[src/rtl/ayatsuki_bus_arbiter.sv]
// Two-master single-beat bus arbiter with round-robin contention, bounded lock
// ownership, inclusive address decode to mem/timer/UART and registered read return.
module ayatsuki_bus_arbiter #(
    parameter int              ADDR_W    = 32,
    parameter int              DATA_W    = 32,
    parameter logic [ADDR_W-1:0] MEM_BASE  = 32'h0000_0000,
    parameter logic [ADDR_W-1:0] MEM_END   = 32'h0000_07FF,
    parameter logic [ADDR_W-1:0] TIM_BASE  = 32'h0000_1000,
    parameter logic [ADDR_W-1:0] TIM_END   = 32'h0000_100F,
    parameter logic [ADDR_W-1:0] UART_BASE = 32'h0000_2000,
    parameter logic [ADDR_W-1:0] UART_END  = 32'h0000_200F,
    parameter int              MAX_LOCK  = 16
) (
    input  logic              clk,
    input  logic              rst,
    input  logic              m0_req_i,
    input  logic              m0_we_i,
    input  logic              m0_lock_i,
    input  logic [ADDR_W-1:0] m0_addr_i,
    input  logic [DATA_W-1:0] m0_wdata_i,
    input  logic              m1_req_i,
    input  logic              m1_we_i,
    input  logic              m1_lock_i,
    input  logic [ADDR_W-1:0] m1_addr_i,
    input  logic [DATA_W-1:0] m1_wdata_i,
    output logic              m0_gnt_o,
    output logic              m1_gnt_o,
    output logic              m0_rvalid_o,
    output logic              m1_rvalid_o,
    output logic [DATA_W-1:0] m0_rdata_o,
    output logic [DATA_W-1:0] m1_rdata_o,
    output logic              s_mem_en_o,
    output logic              s_tim_en_o,
    output logic              s_uart_en_o,
    output logic              s_we_o,
    output logic [ADDR_W-1:0] s_addr_o,
    output logic [DATA_W-1:0] s_wdata_o,
    input  logic [DATA_W-1:0] s_mem_rdata_i,
    input  logic [DATA_W-1:0] s_tim_rdata_i,
    input  logic [DATA_W-1:0] s_uart_rdata_i,
    output logic              err_o
);

    typedef enum logic [1:0] {IDLE, OWN0, OWN1} state_t;

    localparam int               CNT_W     = $clog2(MAX_LOCK + 1);
    localparam logic [CNT_W-1:0] LOCK_LAST = CNT_W'(MAX_LOCK - 1);
    localparam logic [ADDR_W-1:0] MEM_SPAN  = MEM_END - MEM_BASE;
    localparam logic [ADDR_W-1:0] TIM_SPAN  = TIM_END - TIM_BASE;
    localparam logic [ADDR_W-1:0] UART_SPAN = UART_END - UART_BASE;

    state_t             r_state;
    logic               r_rr_last;
    logic [CNT_W-1:0]   r_lock_cnt;
    logic               r_m0_rvalid, r_m1_rvalid;
    logic [2:0]         r_sel;
    logic               r_err;
    logic [DATA_W-1:0]  r_m0_rdata, r_m1_rdata;

    logic               w_gnt0, w_gnt1, w_any, w_we, w_lock;
    logic [ADDR_W-1:0]  w_addr;
    logic [DATA_W-1:0]  w_wdata, w_rdata;
    logic               w_hit_mem, w_hit_tim, w_hit_uart, w_hit;

    // rr_last = 1 means master 0 wins the next contention.
    always_comb begin
        w_gnt0 = 1'b0;
        w_gnt1 = 1'b0;
        case (r_state)
            OWN0:    w_gnt0 = m0_req_i;
            OWN1:    w_gnt1 = m1_req_i;
            default: begin
                if (m0_req_i && m1_req_i) begin
                    w_gnt0 = r_rr_last;
                    w_gnt1 = !r_rr_last;
                end else begin
                    w_gnt0 = m0_req_i;
                    w_gnt1 = m1_req_i;
                end
            end
        endcase
    end

    assign w_any   = w_gnt0 | w_gnt1;
    assign w_addr  = w_gnt1 ? m1_addr_i  : m0_addr_i;
    assign w_wdata = w_gnt1 ? m1_wdata_i : m0_wdata_i;
    assign w_we    = w_gnt1 ? m1_we_i    : m0_we_i;
    assign w_lock  = w_gnt1 ? m1_lock_i  : m0_lock_i;

    // Offset compare gives an inclusive window with a single unsigned test.
    assign w_hit_mem  = (w_addr - MEM_BASE)  <= MEM_SPAN;
    assign w_hit_tim  = (w_addr - TIM_BASE)  <= TIM_SPAN;
    assign w_hit_uart = (w_addr - UART_BASE) <= UART_SPAN;
    assign w_hit      = w_hit_mem | w_hit_tim | w_hit_uart;

    assign m0_gnt_o    = w_gnt0;
    assign m1_gnt_o    = w_gnt1;
    assign s_mem_en_o  = w_any & w_hit_mem;
    assign s_tim_en_o  = w_any & w_hit_tim;
    assign s_uart_en_o = w_any & w_hit_uart;
    assign s_we_o      = w_any & w_we & w_hit;
    assign s_addr_o    = w_addr;
    assign s_wdata_o   = w_wdata;

    always_ff @(posedge clk or posedge rst) begin
        if (rst) begin
            r_state    <= IDLE;
            r_rr_last  <= 1'b1;
            r_lock_cnt <= '0;
        end else begin
            case (r_state)
                OWN0, OWN1: begin
                    if (w_any) r_lock_cnt <= r_lock_cnt + 1'b1;
                    if (!w_any || !w_lock) begin
                        r_state <= IDLE;
                    end else if (r_lock_cnt == LOCK_LAST) begin
                        // Forced hand-over: the locked-out master wins next.
                        r_state   <= IDLE;
                        r_rr_last <= (r_state == OWN1);
                    end
                end
                default: begin
                    if (w_any) begin
                        if (m0_req_i && m1_req_i) r_rr_last <= w_gnt1;
                        if (w_lock && MAX_LOCK > 1) begin
                            r_state    <= w_gnt1 ? OWN1 : OWN0;
                            r_lock_cnt <= CNT_W'(1);
                        end
                    end
                end
            endcase
        end
    end

    // r_sel is one-hot {uart, tim, mem}; all-zero marks a decode miss.
    always_comb begin
        w_rdata = '0;
        if (r_sel[0]) w_rdata = s_mem_rdata_i;
        if (r_sel[1]) w_rdata = s_tim_rdata_i;
        if (r_sel[2]) w_rdata = s_uart_rdata_i;
    end

    always_ff @(posedge clk or posedge rst) begin
        if (rst) begin
            r_m0_rvalid <= 1'b0;
            r_m1_rvalid <= 1'b0;
            r_sel       <= '0;
            r_err       <= 1'b0;
            r_m0_rdata  <= '0;
            r_m1_rdata  <= '0;
        end else begin
            r_m0_rvalid <= w_gnt0 & !m0_we_i;
            r_m1_rvalid <= w_gnt1 & !m1_we_i;
            r_err       <= w_any & !w_hit;
            if (w_any && !w_we) r_sel <= {w_hit_uart, w_hit_tim, w_hit_mem};
            if (r_m0_rvalid) r_m0_rdata <= w_rdata;
            if (r_m1_rvalid) r_m1_rdata <= w_rdata;
        end
    end

    // Slave data arrives in the rvalid cycle; the hold register keeps it afterwards.
    assign m0_rvalid_o = r_m0_rvalid;
    assign m1_rvalid_o = r_m1_rvalid;
    assign m0_rdata_o  = r_m0_rvalid ? w_rdata : r_m0_rdata;
    assign m1_rdata_o  = r_m1_rvalid ? w_rdata : r_m1_rdata;
    assign err_o       = r_err;

endmodule

[config.mk]
export PLATFORM = sky130hd
export DESIGN_NAME = ayatsuki_bus_arbiter
export DESIGN_NICKNAME = d
export VERILOG_FILES = /design/src/rtl/ayatsuki_bus_arbiter.sv
export SDC_FILE = /design/constraint.sdc
export NUM_CORES = 1
export LEC_CHECK = 0
export CAP_MARGIN = 20
export CORE_AREA = 2 2 144 146
export CTS_BUF_LIST = sky130_fd_sc_hd__clkbuf_8
export CTS_CLUSTER_DIAMETER = 50
export CTS_CLUSTER_SIZE = 14
export DETAILED_ROUTE_END_ITERATION = 6
export DIE_AREA = 0 0 146 148
export GPL_TIMING_DRIVEN = 0
export HOLD_SLACK_MARGIN = 0.12
export PLACE_DENSITY = 0.65
export SETUP_SLACK_MARGIN = 0.1
export SYNTH_ARGS = -nofsm -noshare
export SYNTH_HDL_FRONTEND = slang
export SYNTH_SLANG_ARGS = --single-unit
export TNS_END_PERCENT = 100
[constraint.sdc]
create_clock -name clk -period 6.2 [get_ports clk]
set_input_delay 0.93 -clock clk [delete_from_list [all_inputs] [get_ports clk]]
set_output_delay 0.93 -clock clk [all_outputs]
set_load 0.1 [all_outputs]
==> qor.csv, run 1 <==
stage,metric,value,unit
placed_design,Inst Count DP,1306,
floorplan,Std-Cell Rows,52,
power_and_ir_drop,Clock Power Share,0.105,
clocking,CTS H-tree lvls,3,
synthesis,Post-Syn Nets,904,
setup_path,register-to-register setup slack,1.85,ns
global_routing,vias in the first global route,6678,
synthesis,YS warnings,0,
synthesis,Seq cells post-synth,78,
worst_hold_path,Hold Path Cell Cnt,1,
global_routing,first-pass GRT wire length,39.0,mm
final_layout,Fillers,1972,
clocking,Worst-path clk slew,0.07,ns
sta,final hold vios,0,
final_layout,"leading cell types in the layout, fill and taps excluded","clkdlybuf4s50_1, nand2_1, dfrtp_1, mux2_2, o21ai_0",
final_layout,Area growth syn-to-layout,76.6,%
floorplan,Starting Density,0.279,
power_and_ir_drop,Int Pwr,1.47,mW
floorplan,Die Area,21600,um^2
sta,endpoints failing setup,0,
final_layout,nets@finish,1285,
sta,crit path time final,5.89,ns
sta,max-slew violation count,0,
clocking,CTS tree,done,
sta,worst setup skew after layout,0.0140,ns
global_routing,total gr overflow,0,
run,maxcap violations,0,
clocking,CTS buffer count,9,
route,Iteration-0 DRC Markers,308,
power_and_ir_drop,Psw,2.27,mW
power_and_ir_drop,Worst VDD drop,0.588,mV
sta,Max-Slew Margin vs Limit,0.292,
setup_path,CP required,5.27,ns
setup_path,"Worst Path Class, Setup",in -> out,
setup_path,Reg2Reg Launch Point,r_state[0],
synthesis,"Seq/Total Area, Yosys",0.349,
synthesis,Netlist cell types,69,
setup_path,Critical R2R Capture,err_o,
synthesis,synthesized instance count,667,
route,Detail Route Antenna Nets,0,
power_and_ir_drop,Comb pwr share,0.748,
power_and_ir_drop,sw frac,0.608,
route,Routed WL,26.2,mm
sta,RSZ-0062 raised after global routing,no,
worst_hold_path,Worst Hold Class,reg -> reg,
global_routing,largest net degree at the start of global routing,52,
final_layout,layout cells sized above 1,0.117,
final_layout,Layout Cells excl Fill,1324,
sta,crit share post-route,0.949,
route,vias per cell,4.97,
setup_path,Crit. End Element,output pin,
synthesis,Main synth FF type,dfrtp_1,
global_routing,all-layer global routing usage,0.236,
power_and_ir_drop,Reg power frac,0.147,
clocking,Clock Sinks,78,
floorplan,Die Span Y,148,um
final_layout,"most common cell after layout, fill and taps aside",clkdlybuf4s50_1,
synthesis,Synth async-reset ratio,1.00,
floorplan,Die X,146,um
power_and_ir_drop,power per cell area,378,nW/um^2
setup_path,FF-to-FF path depth,19,
sta,Max Fclk,0.170,GHz
clocking,"Clk Latency, worst-skew pair",0.37,ns
clocking,Root Driver,clkbuf_8,
placed_design,hpwl dp,22.1,mm
synthesis,"EDFF count, synth",0,
route,DRC violation count after routing,0,
route,wire per inst,19.8,um
setup_path,Critical Path AT,4.96,ns
power_and_ir_drop,P_leak,4.06,nW
status,outcome,"finished, final reports clean",
route,total number of vias,6584,
placed_design,Placer Congestion,0.942,
clocking,"Hold-fix buffers, CTS",0,
final_layout,final core occ,0.493,
global_routing,initial antenna violation count,2,
route,1st-pass router iterations,5,
synthesis,Mapped Area,5600,um^2
worst_hold_path,Min-Delay Endpoint,r_m1_rdata[22],
setup_path,Worst setup SP type,input pin,
setup_path,Worst Path Max Fanout,19,
placed_design,IO buf count,368,
floorplan,Top-Level Pins,369,
synthesis,Mapped Avg Cell Area,8.39,um^2
floorplan,Core ar.,20000,um^2
clocking,clk buf depth,2,
sta,measured slew at the worst slew-check pin,1.06,ns
worst_hold_path,hold path start,r_m1_rdata[22],
==> what timing repair did <==
| action | CTS | global route |
|---|---|---|
| pin swaps | 2 | 1 |
| gates resized for setup | 24 | 0 |
| setup buffers | 2 | 0 |
| setup endpoints to repair | 3 | 2 |
==> cell families after synthesis <==
family	share of synthesized area
compound gates	0.148
xor+xnor	0.0235
fa+ha+maj	0.0112
buf+inv	0.0521
flops	0.349
mux	0.169
simple gates	0.248
==> cell type report <==
| cell class | count | area [um^2] | share of cell area |
|---|---|---|---|
| Antenna cell | 2 | 5.00 | 0.000506 |
| Buffer | 41 | 220 | 0.0223 |
| Clock buffer | 10 | 138 | 0.0139 |
| Clock inverter | 5 | 58.8 | 0.00595 |
| Inverter | 17 | 73.8 | 0.00747 |
| Multi-Input combinational cell | 530 | 3370 | 0.341 |
| Sequential cell | 78 | 1950 | 0.198 |
| Tap cell | 270 | 338 | 0.0342 |
| Timing Repair Buffer | 371 | 3730 | 0.377 |
==> cells in the mapped netlist, drive strengths merged (4+ instances only) <==
cell    number  area share
nand2      205        0.14
xnor2       10       0.016
nor4        13       0.021
nand4        7      0.0089
a22oi       33       0.044
mux2i       15       0.027
o21ai       48       0.043
clkbuf      29       0.021
a31oi        4      0.0056
nor2        27       0.018
inv         17       0.013
nand3        6      0.0076
buf         13       0.018
mux2        70        0.14
dfrtp       77        0.34
nor3        17       0.016
nand4b       5      0.0078
ha           5       0.011
a21oi       15       0.013
xor2         5      0.0078
o211ai       4      0.0054
==> sequential cells by signal, indices dropped and copies added (netlist names) <==
register and count:
r_rr_last 1, m1_rvalid_o 1, r_state 2, m0_rvalid_o 1, err_o 1, r_m0_rdata 32, r_m1_rdata 32, r_lock_cnt 5
r_sel 3
==> power by group through the flow <==
stage / Clock, mW / Sequential [mW] / Combinational (mW)
2_1_floorplan: 0 / 0.603 / 1.98
3_3_place_gp: 0 / 0.560 / 2.79
3_5_place_dp: 0 / 0.561 / 2.80
4_1_cts: 0.407 / 0.550 / 2.81
5_1_grt: 0.434 / 0.554 / 2.90
6_report: 0.392 / 0.550 / 2.80
==> worst max-delay path by stage <==
stage          startpoint          end  slack, ns  depth (start not counted)
2_1_floorplan    m1_req_i  s_uart_en_o       0.12                         17
3_3_place_gp     m1_req_i       s_we_o      -1.76                         19
3_5_place_dp     m1_req_i       s_we_o      -1.67                         19
4_1_cts          m1_req_i       s_we_o       0.24                         18
5_1_grt          m1_req_i       s_we_o       0.15                         18
6_report         m1_req_i       s_we_o       0.31                         18
==> critical path, cell delays in order <==
cell and delay [ns]:
dlygate4sd2_1 0.34, o21a_4 0.21, nand2_8 0.10, inv_8 0.08, buf_12 0.14, buf_12 0.14, clkbuf_8 0.24, mux2i_2 0.29
ha_1 0.26, clkbuf_4 0.24, nand2_1 0.10, xor2_1 0.15, a21oi_1 0.10, nor4_2 0.35, o2111ai_2 0.21, or4_4 0.61
a31oi_2 0.19, buf_8 0.23
==> metal layers <==
layer / track usage / vias to the layer above / share of wire
met5: 0 / - / 0
met4: 0.0762 / 0 / 0.021
met3: 0.0648 / 40 / 0.078
met2: 0.454 / 329 / 0.54
met1: 0.249 / 3105 / 0.36
li1: - / 3110 / -
==> metrics by stage <==
stage / hold WS [ns] / power, mW / instance area, um^2 / setup TNS [ns] / setup slack [ns]
2_1_floorplan: 0.464 / 2.58 / 5600 / 0 / 0.122
3_3_place_gp: 0.478 / 3.35 / 9630 / -4.69 / -1.76
3_5_place_dp: 0.483 / 3.36 / 9660 / -4.46 / -1.67
4_1_cts: 0.502 / 3.77 / 9880 / 0 / 0.238
5_1_grt: 0.511 / 3.89 / 9880 / 0 / 0.154
6_report: 0.497 / 3.74 / 9880 / 0 / 0.314
(Power assumes the default switching activity.)
==> run 2, diff against run 1 <==
ABC_AREA = 1   (was unset)
PLACE_DENSITY = 0.67   (was 0.65)
==> run 2 against run 1 <==
Clock power is 4% lower. Sequential power is 35% higher. Utilization is 1.9 points higher. Highest routed layer unchanged. Critical path type unchanged. Final area is 3.9% higher. Flip-flop and latch count stayed put. Synthesized cell count is 46% higher. Largest power group unchanged.
==> qor.csv, run 2 <==
stage,metric,value,unit
placed_design,hpwl dp,21.8,mm
global_routing,initial antenna violation count,0,
synthesis,synth top area cells,"dfrtp_1, nand2_1, o21ai_0, nand3_1, inv_1",
worst_hold_path,hold path start,r_m1_rdata[3],
worst_hold_path,Min-Delay Endpoint,r_m1_rdata[3],
final_layout,Largest regs,"r_m0_rdata (32), r_m1_rdata (32), r_lock_cnt (5)",
setup_path,"Top cell by count, worst path",nand2_1,
synthesis,Seq cells post-synth,78,
sta,crit share post-route,0.934,
power_and_ir_drop,Worst VDD drop,0.368,mV
final_layout,layout cells sized above 1,0.0551,
synthesis,Synth async-reset ratio,1.00,
global_routing,largest net degree at the start of global routing,45,
power_and_ir_drop,total power,6.04,mW
global_routing,vias in the first global route,7700,
clocking,Clock Sinks,78,
floorplan,Top-Level Pins,369,
final_layout,Finished Cell Area,10300,um^2
power_and_ir_drop,Clock Power Share,0.062,
sta,Max-Slew Margin vs Limit,0.288,
placed_design,DP Area,10100,um^2
route,Detail Route Antenna Nets,0,
final_layout,Fillers,2101,
synthesis,Mapped Avg Cell Area,6.18,um^2
clocking,CTS buffer count,9,
clocking,Setup Buffers After CTS,0,
floorplan,Die Area,21600,um^2
synthesis,"Seq/Total Area, Yosys",0.323,
placed_design,Placer Congestion,0.905,
global_routing,total gr overflow,0,
synthesis,"area leader, netlist",dfrtp_1,
floorplan,Die X,146,um
final_layout,"leading cell types in the layout, fill and taps excluded","nand2_1, clkdlybuf4s50_1, o21ai_0, nand3_1, dfrtp_1",
status,outcome,"finished, final reports clean",
setup_path,Reg2Reg Launch Point,r_state[0],
synthesis,synthesized instance count,977,
synthesis,post-synth top area share,0.319,
sta,crit path time final,5.79,ns
floorplan,Std-Cell Rows,52,
power_and_ir_drop,Int Pwr,1.96,mW
setup_path,CP required,5.27,ns
final_layout,Area growth syn-to-layout,70.1,%
setup_path,register-to-register setup slack,3.09,ns
power_and_ir_drop,Psw,4.08,mW
setup_path,Crit. End Element,output pin,
final_layout,antenna fix cells,0,
setup_path,Worst Path Max Fanout,10,
power_and_ir_drop,Comb pwr share,0.815,
placed_design,Place WS,0.314,ns
sta,measured slew at the worst slew-check pin,1.06,ns
setup_path,Worst setup startpoint,m1_req_i,
setup_path,"Worst Path Class, Setup",in -> out,
power_and_ir_drop,Reg power frac,0.123,
sta,final hold vios,0,
setup_path,CP max stage cell,clkdlybuf4s50_1,
sta,Final Hold Slack,0.498,ns
run,maxcap violations,0,
clocking,Root Driver,clkbuf_8,
setup_path,FF-to-FF path depth,20,
route,Iteration-0 DRC Markers,392,
sta,worst setup skew after layout,0.00851,ns
setup_path,Worst setup SP type,input pin,
sta,endpoints failing setup,0,
synthesis,Netlist cell types,38,
route,wire per inst,16.3,um
setup_path,Critical Path AT,4.86,ns
placed_design,IO buf count,368,
global_routing,all-layer global routing usage,0.241,
setup_path,CP max stage delay,1.19,ns
floorplan,Starting Density,0.301,
synthesis,Mapped Area,6040,um^2
clocking,CTS H-tree lvls,3,
sta,setup TNS,0,ns
sta,RSZ-0062 raised after global routing,no,
power_and_ir_drop,P_leak,4.61,nW
synthesis,commonest cells in the netlist,"nand2_1, o21ai_0, nand3_1, dfrtp_1",
clocking,CTS tree,done,
final_layout,"most common cell after layout, fill and taps aside",nand2_1,
clocking,"Clk Latency, worst-skew pair",0.35,ns
clocking,Worst-path clk slew,0.08,ns
synthesis,"EDFF count, synth",0,
route,vias per cell,4.82,
synthesis,Post-Syn Nets,1214,
sta,setup ws final,0.407,ns
route,Routed WL,26.6,mm
global_routing,first-pass GRT wire length,41.7,mm
worst_hold_path,Worst Hold Class,reg -> reg,
sta,max-slew violation count,0,
setup_path,worst-path cell chain,clkdlybuf4s50_1 -> nand3_2 -> nand2_4 -> buf_6 -> nand2_1 -> nand2_4 -> ha_1 -> inv_1 -> nor2_4 -> nand2_1 -> nor2_2 -> nand3_1 -> nand2_1 -> nand2_1 -> nor3_2 -> nand2_1 -> nor2_1 -> clkdlybuf4s50_1,
clocking,clk buf depth,2,
synthesis,most frequent cell after synthesis,nand2_1,
route,DRC violation count after routing,0,
floorplan,Core ar.,20000,um^2
sta,Max Fclk,0.173,GHz
setup_path,Critical R2R Capture,err_o,
power_and_ir_drop,sw frac,0.675,
synthesis,YS warnings,0,
synthesis,Main synth FF type,dfrtp_1,
route,1st-pass router iterations,6,
floorplan,Die Span Y,148,um
route,total number of vias,7857,
power_and_ir_drop,power per cell area,588,nW/um^2
worst_hold_path,Hold Path Cell Cnt,2,
final_layout,nets@finish,1594,
-- run 2: layer usage --
layer  track usage  up-vias  share of wire
li1              -     3914              -
met1         0.293     3564           0.41
met2         0.428      347           0.49
met3        0.0590       32          0.085
met4        0.0626        0          0.018
met5             0        -              0
-- run 2: kinds of logic (layout without fill, tap and decap cells) --
kind of cell    after synthesis  in the layout  synth area share
simple gates                622            622             0.452
compound gates              152            152             0.129
buf+inv                     116            500            0.0794
flops                        78             78             0.323
fa+ha+maj                     5              5            0.0104
xor+xnor                      4              4           0.00580
-- run 2: cell type report --
class                   count  area, um^2  area share
clock inverters             5        51.3     0.00499
clock buffers              10         138      0.0134
plain buffers              51         235      0.0229
well taps                 270         338      0.0329
flip-flops and latches     78        1950       0.190
repair buffers            369        3710       0.361
inverters                  65         246      0.0240
multi-input cells         783        3610       0.351
-- run 2: per-stage QoR --
stage | utilization | std cells
after floorplan | - | 977
after global placement | 0.502 | 1615
after detailed placement | 0.503 | 1616
after CTS | 0.513 | 1631
after global routing | 0.513 | 1631
final | 0.513 | 1631
-- run 2: power by group through the flow --
stage               logic [mW]  clock network, mW  registers, mW
floorplan                 3.61                  0          0.801
global placement          4.90                  0          0.749
detailed placement        4.92                  0          0.755
CTS                       4.93              0.385          0.745
global route              5.16              0.404          0.765
finish                    4.92              0.375          0.745
-- run 2: worst max-delay path by stage --
| stage | endpoint | slack [ns] |
|---|---|---|
| floorplan | s_tim_en_o | 0.11 |
| global placement | s_we_o | 0.33 |
| detailed placement | s_we_o | 0.31 |
| CTS | s_we_o | 0.31 |
| global route | s_tim_en_o | 0.11 |
| finish | s_uart_en_o | 0.41 |
-- run 2: worst max-delay path, delay by kind of cell --
family        cells  cell delay, ns
buf+inv           4            2.07
fa+ha+maj         1            0.20
simple gates     13            1.65
-- run 2: repair_timing --
item | 4_1_cts | 5_1_grt
hold buffers | 0 | 0
endpoints found under the setup margin | 0 | 1
gates resized for setup | 0 | 1
hold endpoints to repair | 0 | 0
